[src/rtl/dma_pkg.sv]
// Shared definitions for the DMA command queue: descriptor layout,
// opcodes and dispatcher states.
package dma_pkg;

    localparam int DMA_CMD_W = 128;

    localparam logic [7:0] DMA_OP_LOAD  = 8'h01;
    localparam logic [7:0] DMA_OP_STORE = 8'h02;

    localparam int OP_MSB   = 119;
    localparam int OP_LSB   = 112;
    localparam int EXT_MSB  = 111;
    localparam int EXT_LSB  = 72;
    localparam int SRAM_MSB = 71;
    localparam int SRAM_LSB = 52;
    localparam int ROWS_MSB = 51;
    localparam int ROWS_LSB = 40;
    localparam int COLS_MSB = 39;
    localparam int COLS_LSB = 28;

    typedef enum logic [1:0] {
        ST_IDLE,
        ST_ISSUE,
        ST_WAIT
    } dma_state_e;

    function automatic logic cmd_ok(
        input logic [7:0]  op,
        input logic [11:0] rows,
        input logic [11:0] cols
    );
        return ((op == DMA_OP_LOAD) || (op == DMA_OP_STORE))
            && (rows != '0) && (cols != '0);
    endfunction

endpackage

[src/rtl/dma_cmd_queue_if.sv]
// Descriptor ingress and dma_engine issue handshakes of the
// command queue.
interface dma_cmd_queue_if;
    import dma_pkg::*;

    logic [DMA_CMD_W-1:0] in_cmd;
    logic                 in_valid;
    logic                 in_ready;
    logic [DMA_CMD_W-1:0] dma_cmd;
    logic                 dma_cmd_valid;
    logic                 dma_cmd_ready;
    logic                 dma_cmd_done;

    modport slave (
        input  in_cmd, in_valid, dma_cmd_ready, dma_cmd_done,
        output in_ready, dma_cmd, dma_cmd_valid
    );

    modport master (
        output in_cmd, in_valid, dma_cmd_ready, dma_cmd_done,
        input  in_ready, dma_cmd, dma_cmd_valid
    );

endinterface

[src/rtl/dma_cmd_fifo.sv]
// Synchronous descriptor FIFO; pointers wrap modulo DEPTH and
// push/pop are ignored when full/empty.
module dma_cmd_fifo
    import dma_pkg::*;
#(
    parameter int DEPTH = 8
) (
    input  logic                     clk,
    input  logic                     rst_n,
    input  logic                     push,
    input  logic [DMA_CMD_W-1:0]     din,
    input  logic                     pop,
    output logic [DMA_CMD_W-1:0]     dout,
    output logic                     full,
    output logic                     empty,
    output logic [$clog2(DEPTH):0]   count
);

    localparam int AW = $clog2(DEPTH);
    localparam int CW = AW + 1;

    logic [DMA_CMD_W-1:0] mem [DEPTH];
    logic [AW-1:0]        wr_ptr;
    logic [AW-1:0]        rd_ptr;
    logic                 do_push;
    logic                 do_pop;

    assign full    = (count == CW'(DEPTH));
    assign empty   = (count == '0);
    assign do_push = push && !full;
    assign do_pop  = pop && !empty;
    assign dout    = mem[rd_ptr];

    always_ff @(posedge clk or negedge rst_n) begin
        if (!rst_n) begin
            wr_ptr <= '0;
            rd_ptr <= '0;
            count  <= '0;
        end else begin
            if (do_push) wr_ptr <= wr_ptr + AW'(1);
            if (do_pop)  rd_ptr <= rd_ptr + AW'(1);
            case ({do_push, do_pop})
                2'b10:   count <= count + CW'(1);
                2'b01:   count <= count - CW'(1);
                default: count <= count;
            endcase
        end
    end

    always_ff @(posedge clk) begin
        if (do_push) mem[wr_ptr] <= din;
    end

endmodule

[src/rtl/dma_cmd_queue.sv]
// Validating command queue and in-order dispatcher for dma_engine.
// Optional WAIT watchdog enabled by defining DMA_CMD_TIMEOUT_EN.
module dma_cmd_queue
    import dma_pkg::*;
#(
    parameter int DEPTH          = 8,
    parameter int DONE_CNT_W     = 16,
    parameter int TIMEOUT_CYCLES = 4096
) (
    input  logic                   clk,
    input  logic                   rst_n,
    dma_cmd_queue_if.slave         cmd_if,
    input  logic                   fence_req,
    output logic                   fence_done,
    output logic                   busy,
    output logic [$clog2(DEPTH):0] q_count,
    output logic [DONE_CNT_W-1:0]  done_count,
    output logic                   err_cmd,
    input  logic                   err_clr,
    output logic                   timeout_err
);

    if (DEPTH < 2 || (DEPTH & (DEPTH - 1)) != 0 || TIMEOUT_CYCLES < 1)
    begin : g_bad_param
        $error("dma_cmd_queue: illegal parameter value");
    end

    dma_state_e           state;
    dma_state_e           state_nxt;
    logic [DMA_CMD_W-1:0] head;
    logic                 full;
    logic                 empty;
    logic                 accept;
    logic                 cmd_good;
    logic                 push;
    logic                 pop;
    logic                 done_hit;
    logic                 timeout_hit;
    logic                 fence_seen;
    logic                 fence_hit;

    // in_ready is held low while in reset so nothing is accepted early
    assign cmd_if.in_ready = rst_n && !full && !fence_req;
    assign accept   = cmd_if.in_valid && cmd_if.in_ready;
    assign cmd_good = cmd_ok(cmd_if.in_cmd[OP_MSB:OP_LSB],
                             cmd_if.in_cmd[ROWS_MSB:ROWS_LSB],
                             cmd_if.in_cmd[COLS_MSB:COLS_LSB]);
    assign push     = accept && cmd_good;
    assign busy     = (q_count != '0) || (state != ST_IDLE);
    assign fence_hit = fence_req && !fence_seen
                    && (state == ST_IDLE) && empty;

    dma_cmd_fifo #(
        .DEPTH (DEPTH)
    ) u_fifo (
        .clk   (clk),
        .rst_n (rst_n),
        .push  (push),
        .din   (cmd_if.in_cmd),
        .pop   (pop),
        .dout  (head),
        .full  (full),
        .empty (empty),
        .count (q_count)
    );

`ifdef DMA_CMD_TIMEOUT_EN
    localparam int TW = $clog2(TIMEOUT_CYCLES + 1);

    logic [TW-1:0] wait_cnt;

    // wait_cnt holds 0 outside WAIT, so it restarts on every entry
    assign timeout_hit = (state == ST_WAIT) && !cmd_if.dma_cmd_done
                      && (wait_cnt == TW'(TIMEOUT_CYCLES - 1));

    always_ff @(posedge clk or negedge rst_n) begin
        if (!rst_n) begin
            wait_cnt    <= '0;
            timeout_err <= 1'b0;
        end else begin
            wait_cnt <= (state == ST_WAIT) ? wait_cnt + TW'(1) : '0;
            if (err_clr)          timeout_err <= 1'b0;
            else if (timeout_hit) timeout_err <= 1'b1;
        end
    end
`else
    assign timeout_hit = 1'b0;
    assign timeout_err = 1'b0;
`endif

    always_comb begin
        state_nxt = state;
        pop       = 1'b0;
        done_hit  = 1'b0;
        case (state)
            ST_IDLE: begin
                if (!empty) begin
                    pop       = 1'b1;
                    state_nxt = ST_ISSUE;
                end
            end
            ST_ISSUE: begin
                if (cmd_if.dma_cmd_valid && cmd_if.dma_cmd_ready)
                    state_nxt = ST_WAIT;
            end
            ST_WAIT: begin
                if (cmd_if.dma_cmd_done) begin
                    done_hit  = 1'b1;
                    state_nxt = ST_IDLE;
                end else if (timeout_hit) begin
                    state_nxt = ST_IDLE;
                end
            end
            default: state_nxt = ST_IDLE;
        endcase
    end

    always_ff @(posedge clk or negedge rst_n) begin
        if (!rst_n) begin
            state                <= ST_IDLE;
            cmd_if.dma_cmd       <= '0;
            cmd_if.dma_cmd_valid <= 1'b0;
            done_count           <= '0;
            err_cmd              <= 1'b0;
            fence_seen           <= 1'b0;
            fence_done           <= 1'b0;
        end else begin
            state <= state_nxt;
            if (pop) begin
                cmd_if.dma_cmd       <= head;
                cmd_if.dma_cmd_valid <= 1'b1;
            end else if (state == ST_ISSUE && cmd_if.dma_cmd_ready) begin
                cmd_if.dma_cmd_valid <= 1'b0;
            end
            if (done_hit) done_count <= done_count + DONE_CNT_W'(1);
            if (err_clr)                 err_cmd <= 1'b0;
            else if (accept && !cmd_good) err_cmd <= 1'b1;
            fence_done <= fence_hit;
            fence_seen <= fence_req && (fence_seen || fence_hit);
        end
    end

endmodule

[src/flat_wrapper.sv]
// flat-port wrapper written by rule: the top's interface ports become plain ports
module dma_cmd_queue_flat import dma_pkg::*;
#(
    parameter int DEPTH          = 8,
    parameter int DONE_CNT_W     = 16,
    parameter int TIMEOUT_CYCLES = 4096
)
  (clk, rst_n, fence_req, fence_done, busy, q_count, done_count, err_cmd, err_clr, timeout_err, cmd_if_in_cmd, cmd_if_in_valid, cmd_if_dma_cmd_ready, cmd_if_dma_cmd_done, cmd_if_in_ready, cmd_if_dma_cmd, cmd_if_dma_cmd_valid);
  dma_cmd_queue_if cmd_if_i ();
  input  logic clk;
  input  logic rst_n;
  input  logic fence_req;
  output logic fence_done;
  output logic busy;
  output logic [$clog2(DEPTH):0] q_count;
  output logic [DONE_CNT_W-1:0] done_count;
  output logic err_cmd;
  input  logic err_clr;
  output logic timeout_err;
  input wire logic [$bits(cmd_if_i.in_cmd)-1:0] cmd_if_in_cmd;
  input wire logic [$bits(cmd_if_i.in_valid)-1:0] cmd_if_in_valid;
  input wire logic [$bits(cmd_if_i.dma_cmd_ready)-1:0] cmd_if_dma_cmd_ready;
  input wire logic [$bits(cmd_if_i.dma_cmd_done)-1:0] cmd_if_dma_cmd_done;
  output wire logic [$bits(cmd_if_i.in_ready)-1:0] cmd_if_in_ready;
  output wire logic [$bits(cmd_if_i.dma_cmd)-1:0] cmd_if_dma_cmd;
  output wire logic [$bits(cmd_if_i.dma_cmd_valid)-1:0] cmd_if_dma_cmd_valid;
  assign cmd_if_i.in_cmd = cmd_if_in_cmd;
  assign cmd_if_i.in_valid = cmd_if_in_valid;
  assign cmd_if_i.dma_cmd_ready = cmd_if_dma_cmd_ready;
  assign cmd_if_i.dma_cmd_done = cmd_if_dma_cmd_done;
  assign cmd_if_in_ready = cmd_if_i.in_ready;
  assign cmd_if_dma_cmd = cmd_if_i.dma_cmd;
  assign cmd_if_dma_cmd_valid = cmd_if_i.dma_cmd_valid;
  dma_cmd_queue #(.DEPTH(DEPTH), .DONE_CNT_W(DONE_CNT_W), .TIMEOUT_CYCLES(TIMEOUT_CYCLES)) u_core (.clk(clk), .rst_n(rst_n), .cmd_if(cmd_if_i), .fence_req(fence_req), .fence_done(fence_done), .busy(busy), .q_count(q_count), .done_count(done_count), .err_cmd(err_cmd), .err_clr(err_clr), .timeout_err(timeout_err));
endmodule
[config.mk]
export PLATFORM = sky130hd
export DESIGN_NAME = dma_cmd_queue_flat
export DESIGN_NICKNAME = d
export VERILOG_FILES = /design/src/rtl/dma_pkg.sv /design/src/rtl/dma_cmd_queue_if.sv /design/src/rtl/dma_cmd_fifo.sv /design/src/rtl/dma_cmd_queue.sv /design/src/flat_wrapper.sv
export SDC_FILE = /design/constraint.sdc
export NUM_CORES = 1
export LEC_CHECK = 0
export ABC_CLOCK_PERIOD_IN_PS = 13600
export BUFFER_PORTS_ARGS = -buffer_cell sky130_fd_sc_hd__buf_2
export CAP_MARGIN = 0
export CORE_MARGIN = 2
export CORE_UTILIZATION = 38
export CTS_BUF_LIST = sky130_fd_sc_hd__clkbuf_4 sky130_fd_sc_hd__clkbuf_8
export CTS_CLUSTER_DIAMETER = 200
export DETAILED_ROUTE_END_ITERATION = 7
export GPL_TIMING_DRIVEN = 0
export HOLD_SLACK_MARGIN = 0.03
export PLACE_DENSITY_LB_ADDON = 0.08
export SYNTH_ARGS = -nofsm -noshare
export SYNTH_HDL_FRONTEND = slang
export SYNTH_SLANG_ARGS = --single-unit
[constraint.sdc]
create_clock -name clk -period 13.6 [get_ports clk]
set_clock_uncertainty 0.05 [all_clocks]
set_input_delay 1.36 -clock clk [delete_from_list [all_inputs] [get_ports clk]]
set_output_delay 1.36 -clock clk [all_outputs]
set_load 0.01 [all_outputs]
* Word-level counts from Yosys, hierarchy flattened
Memories as Yosys holds them, arrays and structs flattened. A register that Yosys moved wholly into a read port is not among the register bits.
Index checks and enable logic that the tools add are counted.
Widths: inputs -> output; s select.
** Storage, ports and cells
- Logic and storage cells :: 74
- Memory bits (writable) :: 1024
- Memories kept :: 1
- Register bits :: 32
- Input bits :: 135
** Memory list
- u_core.u_fifo.mem :: depth 8, width 128, read ports 1, clocked after Yosys merged registers in 1, write ports 1, line dma_cmd_fifo.sv:22 : logic [DMA_CMD_W-1:0] mem [DEPTH];
** Operators by class
- Multiplexer cells :: 15
- Eq/ne operators :: 10
- Reduce and logical (&&, ||, !) cells :: 34
- $add $sub $neg :: 5
** Operators by type and width (count)
- $reduce_bool 12->1 :: 2
- $add 16x1->16 const B :: 1
- $logic_and 1x1->1 :: 15
- $mux 1 :: 10
- $eq 8x1->1 const B :: 1
- $eq 8x2->1 const B :: 1
- $pmux 4 s2 :: 1
- $reduce_bool 2->1 :: 4
- $add 3x1->3 const B :: 2
- $logic_not 1->1 :: 6
- $mux 2 :: 3
- $pmux 2 s3 :: 1
- $add 4x1->4 const B :: 1
- $eq 2x1->1 const B :: 2
- $eq 2x2->1 const B :: 2
- $eq 4x4->1 const B :: 1
- $logic_not 4->1 :: 1
- $ne 2x2->1 const B :: 2
- $reduce_bool 4->1 :: 1
- $sub 4x1->4 const B :: 1
- $logic_or 1x1->1 :: 3
- $reduce_and 3->1 :: 1
- $logic_not 2->1 :: 1
- $ne 2x1->1 const B :: 1

* Longest topological paths before layout
Gate-level depths: netlist of run 1.
- Depth in word-level cells :: 9
- Gate-level depth with buffers :: 13
- Gate-level depth less buffers :: 11

* Cells and area by module
A second synthesis of run 1 with hierarchy kept.
** Unflattened totals
- Cell total of the unflattened synthesis :: 1921
- Area, all modules :: 44964.4 um^2
** Modules (own cells, without submodules)
- dma_cmd_fifo :: area each 39073.7 um^2, cells each 1547, times used 1
- dma_cmd_queue :: area each 5890.6 um^2, cells each 374, times used 1

* Worst setup path before layout of run 1
No wires, ideal clock.
- Kind :: input-to-reg
- Start point :: in fence_req
- End point :: mem u_core.u_fifo.mem[0][0] (enable)
- Required time :: 12.622 ns
- Slack :: -1.700 ns
- Cell stages on the path :: 5
- Arrival :: 14.322 ns
- Library setup time :: 0.928 ns
- Path buffers :: 1
- Cell sequence :: nor3b_2 -> nand2_1 -> or3_4 -> buf_6 -> nor4_1
** Between the ends
- Word-level cells in the longest chain between the ends :: 7
** RTL lines
- start: declaration :: line flat_wrapper.sv:12 : input logic fence_req;
- $logic_not 1->1 :: line dma_cmd_queue.sv:43 : assign cmd_if.in_ready = rst_n && !full && !fence_req;
- $logic_and 1x1->1 :: line dma_cmd_queue.sv:43
- $logic_and 1x1->1 :: line dma_cmd_queue.sv:44 : assign accept = cmd_if.in_valid && cmd_if.in_ready;
- $logic_and 1x1->1 :: line dma_cmd_queue.sv:48 : assign push = accept && cmd_good;
- $logic_and 1x1->1 :: line dma_cmd_fifo.sv:30 : assign do_push = push && !full;
- $mux 1 :: line dma_cmd_fifo.sv:51 : if (do_push) mem[wr_ptr] <= din;
- $mux 1 (implied by the code) :: line dma_cmd_fifo.sv:51
- end: declaration :: line dma_cmd_fifo.sv:22
No other way between the ends.

* Final worst setup path of run 1
- Start point :: in rst_n
- End point :: mem u_core.u_fifo.mem[1][94] (enable)
** Between the ends
- Word-level cells in the longest chain between the ends :: 7
** RTL lines
- start: declaration :: line flat_wrapper.sv:11 : input logic rst_n;
- $logic_and 1x1->1 (2 in a row) :: line dma_cmd_queue.sv:43
- $logic_and 1x1->1 :: line dma_cmd_queue.sv:44
- $logic_and 1x1->1 :: line dma_cmd_queue.sv:48
- $logic_and 1x1->1 :: line dma_cmd_fifo.sv:30
- $mux 1 :: line dma_cmd_fifo.sv:51
- $mux 1 (implied by the code) :: line dma_cmd_fifo.sv:51
No other way between the ends.

==> results of run 1 <==
[through the flow]
stage / power, uW / std cells
2_1_floorplan: 6270 / 2053
3_3_place_gp: 7350 / 3864
3_5_place_dp: 7380 / 4002
4_1_cts: 10600 / 4369
5_1_grt: 10900 / 4370
6_report: 10400 / 4370
[metal layers]
layer | share of wire (%) | GRT usage (%)
met4 | 2.1 | 5.16
met1 | 44 | 25.3
met3 | 5.6 | 4.60
met5 | 0.15 | 0
met2 | 48 | 30.6
[cell usage in the layout (no fill, tap or decap), types with 3 or more instances in the layout]
cell type	netlist	routed
dfrtp_1	160	160
ha_1	6	6
clkinv_1	0	33
buf_8	0	37
buf_4	4	15
and3_1	3	3
a21oi_1	4	4
xor2_1	9	9
clkinv_2	0	13
nor2_1	9	9
mux2i_1	129	129
clkinvlp_4	0	4
nand3_1	9	9
nand4_1	6	6
nand2b_1	4	4
buf_2	40	326
buf_6	12	101
buf_1	23	23
xnor2_1	16	16
nand2_1	145	145
clkbuf_4	0	83
nor4_1	8	7
clkbuf_1	28	28
clkbuf_8	0	228
o21ai_1	128	128
edfxtp_1	1024	1024
inv_6	0	3
mux4_2	256	256
nor3_2	0	4
[flip-flops by register name, indices dropped and copies added, names as in the netlist]
signal                       cells
u_core.u_fifo.mem             1024
u_core.cmd_if.dma_cmd          128
u_core.done_count               16
u_core.u_fifo.count              4
u_core.u_fifo.rd_ptr             3
u_core.u_fifo.wr_ptr             3
u_core.state                     2
u_core.cmd_if.dma_cmd_valid      1
u_core.err_cmd                   1
u_core.fence_done                1
u_core.fence_seen                1
[worst min-delay path by stage]
| stage | end | slack, ns | startpoint | cells past startpoint |
|---|---|---|---|---|
| final | u_core.done_count[8]$_DFFE_PN0P_ | 0.37 | rst_n | 1 |
| after global routing | u_core.done_count[8]$_DFFE_PN0P_ | 0.34 | rst_n | 1 |
| after CTS | u_core.cmd_if.dma_cmd[41]$_DFFE_PN0P_ | 0.29 | rst_n | 1 |
| after detailed placement | u_core.fence_done$_DFF_PN0_ | 0.39 | u_core.fence_seen$_DFF_PN0_ | 1 |
| after global placement | u_core.fence_done$_DFF_PN0_ | 0.37 | u_core.fence_seen$_DFF_PN0_ | 1 |
| after floorplan | u_core.fence_done$_DFF_PN0_ | 0.36 | u_core.fence_seen$_DFF_PN0_ | 1 |
[power by group]
group	switching (uW)	leakage [uW]	internal, uW
Sequential	143	0.0112	4170
Combinational	1640	0.00547	1250
Clock	1390	0.00216	1770
Total	3180	0.0188	7190
[kinds of logic (layout without fill, tap and decap cells)]
kind of cell | after synthesis | after routing | share of synthesized area, %
DFF | 1184 | 1184 | 78.4
muxes | 388 | 388 | 16.0
and+or+nand+nor | 204 | 204 | 2.11
AOI/OAI and AO/OA | 135 | 135 | 1.54
buffers and inverters | 110 | 902 | 1.28
xor gates and xnor gates | 25 | 25 | 0.494
adders and majority gates | 6 | 6 | 0.169
other | 1 | 2 | 0.00846
[layout make-up]
type,count,area [um^2],area share [%]
multi-input combinational,759,9060,16.9
buffer,107,557,1.04
clock inverter,56,303,0.566
sequential,1184,34800,65.0
antenna,1,2.50,0.00468
inverter,3,11.3,0.0211
timing repair buffer,425,3130,5.85
tap,1524,1910,3.57
clock buffer,311,3760,7.03
==> results.md, run 1 <==
* Design Area, Final at 53,500 um^2
* Leading register cell type out of synthesis: edfxtp_1
* Slew @ Worst Pin at 1.40 ns
* CTS H-tree depth at 4
* Vias in the first global route at 23,900
* Worst reg2reg path depth at 11
* DP Area at approximately 49,000 um^2
* Layout cells sized above 1 at a little under two fifths
* Worst Slack Setup Final at between 9 and 10 ns
* Reg2reg setup slack at 9.94 ns
* Post-CTS resize count at 0
* Hpwl dp at ~75,000 um
* RSZ-0062 raised after global routing: no
* Critical path depth in cells at 12
* Fmax at 230 MHz
* FF-to-FF End: u_core.u_fifo.mem[1][94]$_DFFE_PP_
* Syn Nets at between 2,000 and 2,500
* GRT Total Usage at 18.8%
* Most frequent cell after synthesis: edfxtp_1
* Postcts setup bufs at 0
* Max-cap violations at 0
* CP Capture Type: register
* CTS tree: built
* Tcrit/Tclk final at approximately 32%
* CP cell instances: buf_8 > buf_16 > nor3b_2 > nand2_1 > or3_4 > buf_6 > nor3_2 > buf_6 > buf_4 > buf_6 > buf_6 > buf_4
* Layout area overhead at 20.7%
* Final worst path period need at around 4.4 ns
* Bufs and invs on worst path at 8
* Synth Area per Inst at 21.6 um^2
* I/O pin cnt at 289
* Initial cell density of the core at a little under two fifths
* Run status: complete, no violations
* DRT antenna net count at 0
* Full die area at 119,000 um^2
* Area contributors post-synth: edfxtp_1, mux4_2, dfrtp_1
* Gp weighted congestion at slightly above 0.7
* Remaining Overflow, GRT at 0
* CTS root buf: clkbuf_8
* Required time of the critical path at 14.07 ns
* CTS Buf Count at about 200
* Setup WS pre-CTS at approximately 8.3 ns
* Final TNS setup at 0 ns
* Sink Count at 1,184
* Largest net degree at the start of global routing at 68
* Worst-Skew Late Latency at roughly 0.85 ns
* Yosys top cell area share at 69.4%
* Critical Path AT at 4.83 ns
* IO Port Bufs at ~290
* Hold Fails Final Rpt at 0
* Leak Pwr at approximately 0.019 uW
* Slew Viols, Final at 0
* # nets final at between 2,000 and 3,000
* Ys async rst share at 13.5%
* Initial antenna violation count at 30
* Fillcell total at 9,896
* Worst setup path startpoint: rst_n
* Global-route wire length before repair at roughly 160,000 um
* R2r startpoint: u_core.u_fifo.count[0]$_DFFE_PN0P_
* Area of the mapped netlist at 44,300 um^2
* Slowest cell on the critical path: nor3_2
* Synthesis warning total at 0
* Most used cell, CP: buf_6
* Hold-fix buffers, CTS at 0
* Bufs on Longest Clock Path at 3
* Core area at between 100,000 and 150,000 um^2
* Setup crit start kind: primary input
* Cell family with most CP delay: buffers and inverters
* Final WL at between 100,000 and 150,000 um
* Number of synthesized flops with an enable pin at just over 1,000
* Worst Path Max Fanout at 67
* Worst slew margin at between 6 and 7%
* Synth top cells by count: edfxtp_1, mux4_2, dfrtp_1
* Routed len/inst at roughly 25 um
* Yosys top cell by area: edfxtp_1
* Row count at between 100 and 150
* Final Util at between 40% and 50%
* Final Hold Slack at about 0.37 ns
* Min-Delay Path Class: in2async
* Die height at 346 um
* DR vias/cell at 5.08
* Yosys reg bits at 1,184
* CP max stage delay at about 0.65 ns
* Sequential-to-total area share from yosys stat at approximately four fifths
* Final setup vio count at 0
* Kind of critical path: in2reg
* DR iter-0 viols at between 1,500 and 2,000
* Synthesized instance count at roughly 2,000
* Via count at between 20,000 and 25,000
* DRT Pass-1 Iters at 5
* Die W at ~350 um
* Worst VDD drop at roughly 0.08 mV
* Worst-path clk slew at approximately 0.060 ns
* PD cells at 194 nW/um^2
* Crit path capture: u_core.u_fifo.mem[1][94]$_DFFE_PP_
* Synth cell types at approximately 40
* Post-route DRC violation count at 0
(Power assumes the default switching activity.)
==> run 2: changes to the inputs <==
--- a/config.mk
+++ b/config.mk
@@ -5,7 +5,8 @@
 export SDC_FILE = /design/constraint.sdc
 export NUM_CORES = 1
 export LEC_CHECK = 0
-export ABC_CLOCK_PERIOD_IN_PS = 13600
+export ABC_AREA = 1
+export ABC_CLOCK_PERIOD_IN_PS = 3700
 export BUFFER_PORTS_ARGS = -buffer_cell sky130_fd_sc_hd__buf_2
 export CAP_MARGIN = 0
 export CORE_MARGIN = 2
==> constraint.sdc (replaced) <==
create_clock -name clk -period 3.7 [get_ports clk]
set_clock_uncertainty 0.05 [all_clocks]
set_input_delay 0.37 -clock clk [delete_from_list [all_inputs] [get_ports clk]]
set_output_delay 0.37 -clock clk [all_outputs]
set_load 0.01 [all_outputs]
==> run 2 against run 1 <==
Hold slack worse by 0.15 ns. Die area up 4.5%. Final cell count up 38%.
==> results.md, run 2 <==
* Die W at 353 um (+2.2%)
* Yosys top cell by area: edfxtp_1
* Most frequent cells in the layout: edfxtp_1, nor2_1, o21ai_0
* Worst-Skew Late Latency at 0.91 ns (+0.06 ns)
* Synth cell types at 31 (-24%)
* Die height at 353 um (+2.2%)
* CTS tree: built
* Most common cell after layout, fill and taps aside: edfxtp_1
* Number of synthesized flops with an enable pin at 1,024 (unchanged)
* Setup WS pre-CTS at -0.841 ns (-9.15 ns)
* FF-to-FF End: u_core.u_fifo.mem[6][77]$_DFFE_PP_
* Worst-path clk slew at 0.06 ns (about the same)
* IO Port Bufs at 287 (unchanged)
* Hpwl dp at 89,900 um (+20%)
* Leak Pwr at 0.0204 uW (+8.2%)
* Layout cells sized above 1 at 21.4% (-17 points)
* CTS root buf: clkbuf_8
* Routed len/inst at 24.0 um (-5.7%)
* Largest net degree at the start of global routing at 82 (+21%)
* DR vias/cell at 5.12 (+0.82%)
* Bufs on Longest Clock Path at 3 (unchanged)
* Tcrit/Tclk final at 95.0%
* Reg2reg setup slack at 0.18 ns (-9.76 ns)
* Synthesized instance count at 3,523 (+72%)
* Hold Fails Final Rpt at 0 (unchanged)
* Post-route DRC violation count at 0 (unchanged)
* Initial cell density of the core at 38.2% (-0.083 points)
* Gp weighted congestion at 0.755 (+6.8%)
* Full die area at 125,000 um^2 (+4.5%)
* Leading register cell type out of synthesis: edfxtp_1
* Critical Path AT at 4.06 ns (-0.77 ns)
* DP Area at 51,000 um^2 (+3.3%)
* Vias in the first global route at 30,200 (+26%)
* Remaining Overflow, GRT at 0 (unchanged)
* Synth Area per Inst at 13.2 um^2 (-39%)
* Required time of the critical path at 4.25 ns (-9.82 ns)
* Slew Viols, Final at 0 (unchanged)
* Max FFs per register at 1,024 (unchanged)
* Crit path capture: u_core.u_fifo.mem[6][77]$_DFFE_PP_
* Layout area overhead at 22.6%
* Sink Count at 1,184 (unchanged)
* Worst hold path depth at 2
* CP Capture Type: register
* Worst Path Max Fanout at 21 (-69%)
* Fmax at between 200 and 300 MHz
* Most frequent cell after synthesis: edfxtp_1
* GRT Total Usage at 22.9% (+4.1 points)
* R2r startpoint: u_core.u_fifo.count[1]$_DFFE_PN0P_
* Synth top cells by count: edfxtp_1, nor2_1, o21ai_0
* Area contributors post-synth: edfxtp_1, dfrtp_1, nor2_1
* Regs by FF count: u_core.u_fifo.mem x1024, u_core.cmd_if.dma_cmd x128, u_core.done_count x16
* DR iter-0 viols at 2,734 (+78%)
* Run status: complete, no violations
* Most used cell, CP: nand3_1
* PD cells at 759 nW/um^2 (+290%)
* CP max stage delay at 0.83 ns (+0.18 ns)
* RSZ-0062 raised after global routing: no
* Kind of critical path: reg2reg
* Slowest cell on the critical path: nor2_4
* Global-route wire length before repair at 209,000 um (+28%)
* Slew @ Worst Pin at 1.29 ns (-0.107 ns)
* I/O pin cnt at 289 (unchanged)
* Fillcell total at 11,200 (+13%)
* Core area at 121,000 um^2 (+4.7%)
* Row count at 128 (+2.4%)
* Final worst path period need at around 3.5 ns
* Max-cap violations at 0 (unchanged)
* Register bank with the most flops: u_core.u_fifo.mem
* Min-Delay Path Class: in2reg
* Worst slew margin at 13.9% (+7.1 points)
* CP cell instances: nor2_2 > nand3_1 > nand3_1 > nor2_2 > nand3_1 > nor2_4 > buf_12 > buf_12 > buf_16
* Worst reg2reg path depth at 9 (-2)
* Via count at 30,800 (+39%)
* DRT Pass-1 Iters at 5 (unchanged)
* Overall power at 43,100 uW (+320%)
* Yosys reg bits at 1,184 (unchanged)
* Worst Slack Setup Final at 0.184 ns (-9.06 ns)
* CTS Buf Count at 201 (+3.1%)
* Synthesis warning total at 0 (unchanged)
* # nets final at 4,353 (+55%)
* CTS H-tree depth at 4 (unchanged)
* Worst VDD drop at 0.453 mV (+470%)
* Area of the mapped netlist at 46,300 um^2 (+4.5%)
* Design Area, Final at 56,800 um^2 (+6.2%)
* Final WL at 144,000 um (+30%)
* Ys async rst share at 13.5% (unchanged)
* Initial antenna violation count at 16 (-47%)
* Final setup vio count at 0 (unchanged)
* Setup crit start kind: register
* Sequential-to-total area share from yosys stat at 75.0% (-3.4 points)
* DRT antenna net count at 0 (unchanged)
* Syn Nets at 3,664 (+67%)
* Worst setup path startpoint: u_core.u_fifo.count[1]$_DFFE_PN0P_
* Yosys top cell area share at 66.4% (-3.0 points)
==> run 2: cell count changes after synthesis, moves of 11 or more <==
cell / before / now
buf_1: 23 / 1
buf_2: 40 / 89
buf_4: 4 / 24
buf_6: 12 / 23
clkbuf_1: 28 / 90
inv_1: 2 / 29
mux2i_1: 129 / 0
mux4_2: 256 / 0
nand2_1: 145 / 303
nand3_1: 9 / 62
nand3_2: 0 / 83
nor2_1: 9 / 809
o211ai_1: 0 / 256
o21ai_0: 0 / 383
==> run 2: critical path: cells and delay by family (launching register included) <==
kind,cells,cell delay [ns]
and+or+nand+nor,6,1.96
buffers and inverters,3,0.70
DFF,1,0.46
==> run 2: final cells by class <==
type / instances / area, um^2 / area share, %
multi-input combinational: 2077 / 10300 / 18.1
clock buffer: 331 / 3890 / 6.85
clock inverter: 45 / 268 / 0.472
inverter: 36 / 138 / 0.242
sequential: 1184 / 34800 / 61.2
buffer: 227 / 1230 / 2.16
timing repair buffer: 485 / 4170 / 7.34
antenna: 9 / 22.5 / 0.0397
tap: 1625 / 2030 / 3.58
==> run 2: timing repair <==
action | 4_1_cts | 5_1_grt
hold buffers | 143 | 0
setup buffers | 0 | 3
endpoints found under the setup margin | 0 | 51
endpoints found under the hold margin | 1144 | 0
gates resized for setup | 0 | 2
==> run 2: how the worst min path moves through the flow <==
stage	end	start	slack [ns]
floorplan	u_core.cmd_if.dma_cmd[0]$_DFFE_PN0P_	rst_n	0.02
global placement	u_core.fence_done$_DFF_PN0_	u_core.fence_seen$_DFF_PN0_	0.36
global route	u_core.u_fifo.mem[6][98]$_DFFE_PP_	cmd_if_in_cmd[98]	0.20
detailed placement	u_core.fence_done$_DFF_PN0_	u_core.fence_seen$_DFF_PN0_	0.37
finish	u_core.u_fifo.mem[4][8]$_DFFE_PP_	cmd_if_in_cmd[8]	0.22
CTS	u_core.u_fifo.mem[7][108]$_DFFE_PP_	cmd_if_in_cmd[108]	0.13
==> run 2: per-stage QoR <==
stage	TNS, ns	util [%]	hold WS (ns)	instances
after global routing	0	46.8	0.203	6014
after floorplan	-1264.42	-	0.0244	3523
after CTS	0	46.7	0.133	6006
after global placement	-9540.67	41.0	0.363	5435
final	0	46.8	0.220	6019
after detailed placement	-335.16	42.0	0.368	5487
==> run 2: layer usage <==
layer / global-route usage [%] / vias up / share of wire, %
li1: - / 14200 / -
met1: 32.4 / 15500 / 46
met2: 35.9 / 921 / 46
met3: 4.28 / 216 / 6.0
met4: 6.88 / 14 / 2.4
met5: 0 / - / 0.063
==> run 2: logic make-up (layout without fill, tap and decap cells) <==
family	count (synthesis)	in the layout	share of synthesized area, %
and+or+nand+nor	1268	1269	11.6
muxes	1	1	0.0243
buffers and inverters	263	1124	2.94
DFF	1184	1184	75.0
other	1	10	0.00809
xor gates and xnor gates	22	22	0.416
AOI/OAI and AO/OA	778	778	9.81
adders and majority gates	6	6	0.162
==> run 2: report_power, final <==
| group | switching (uW) | total, uW | leakage [uW] | internal [uW] |
|---|---|---|---|---|
| combinational | 10700 | 15200 | 0.00697 | 4490 |
| clock | 5290 | 12000 | 0.00223 | 6750 |
| sequential | 528 | 15900 | 0.0112 | 15400 |
| total | 16500 | 43100 | 0.0204 | 26600 |
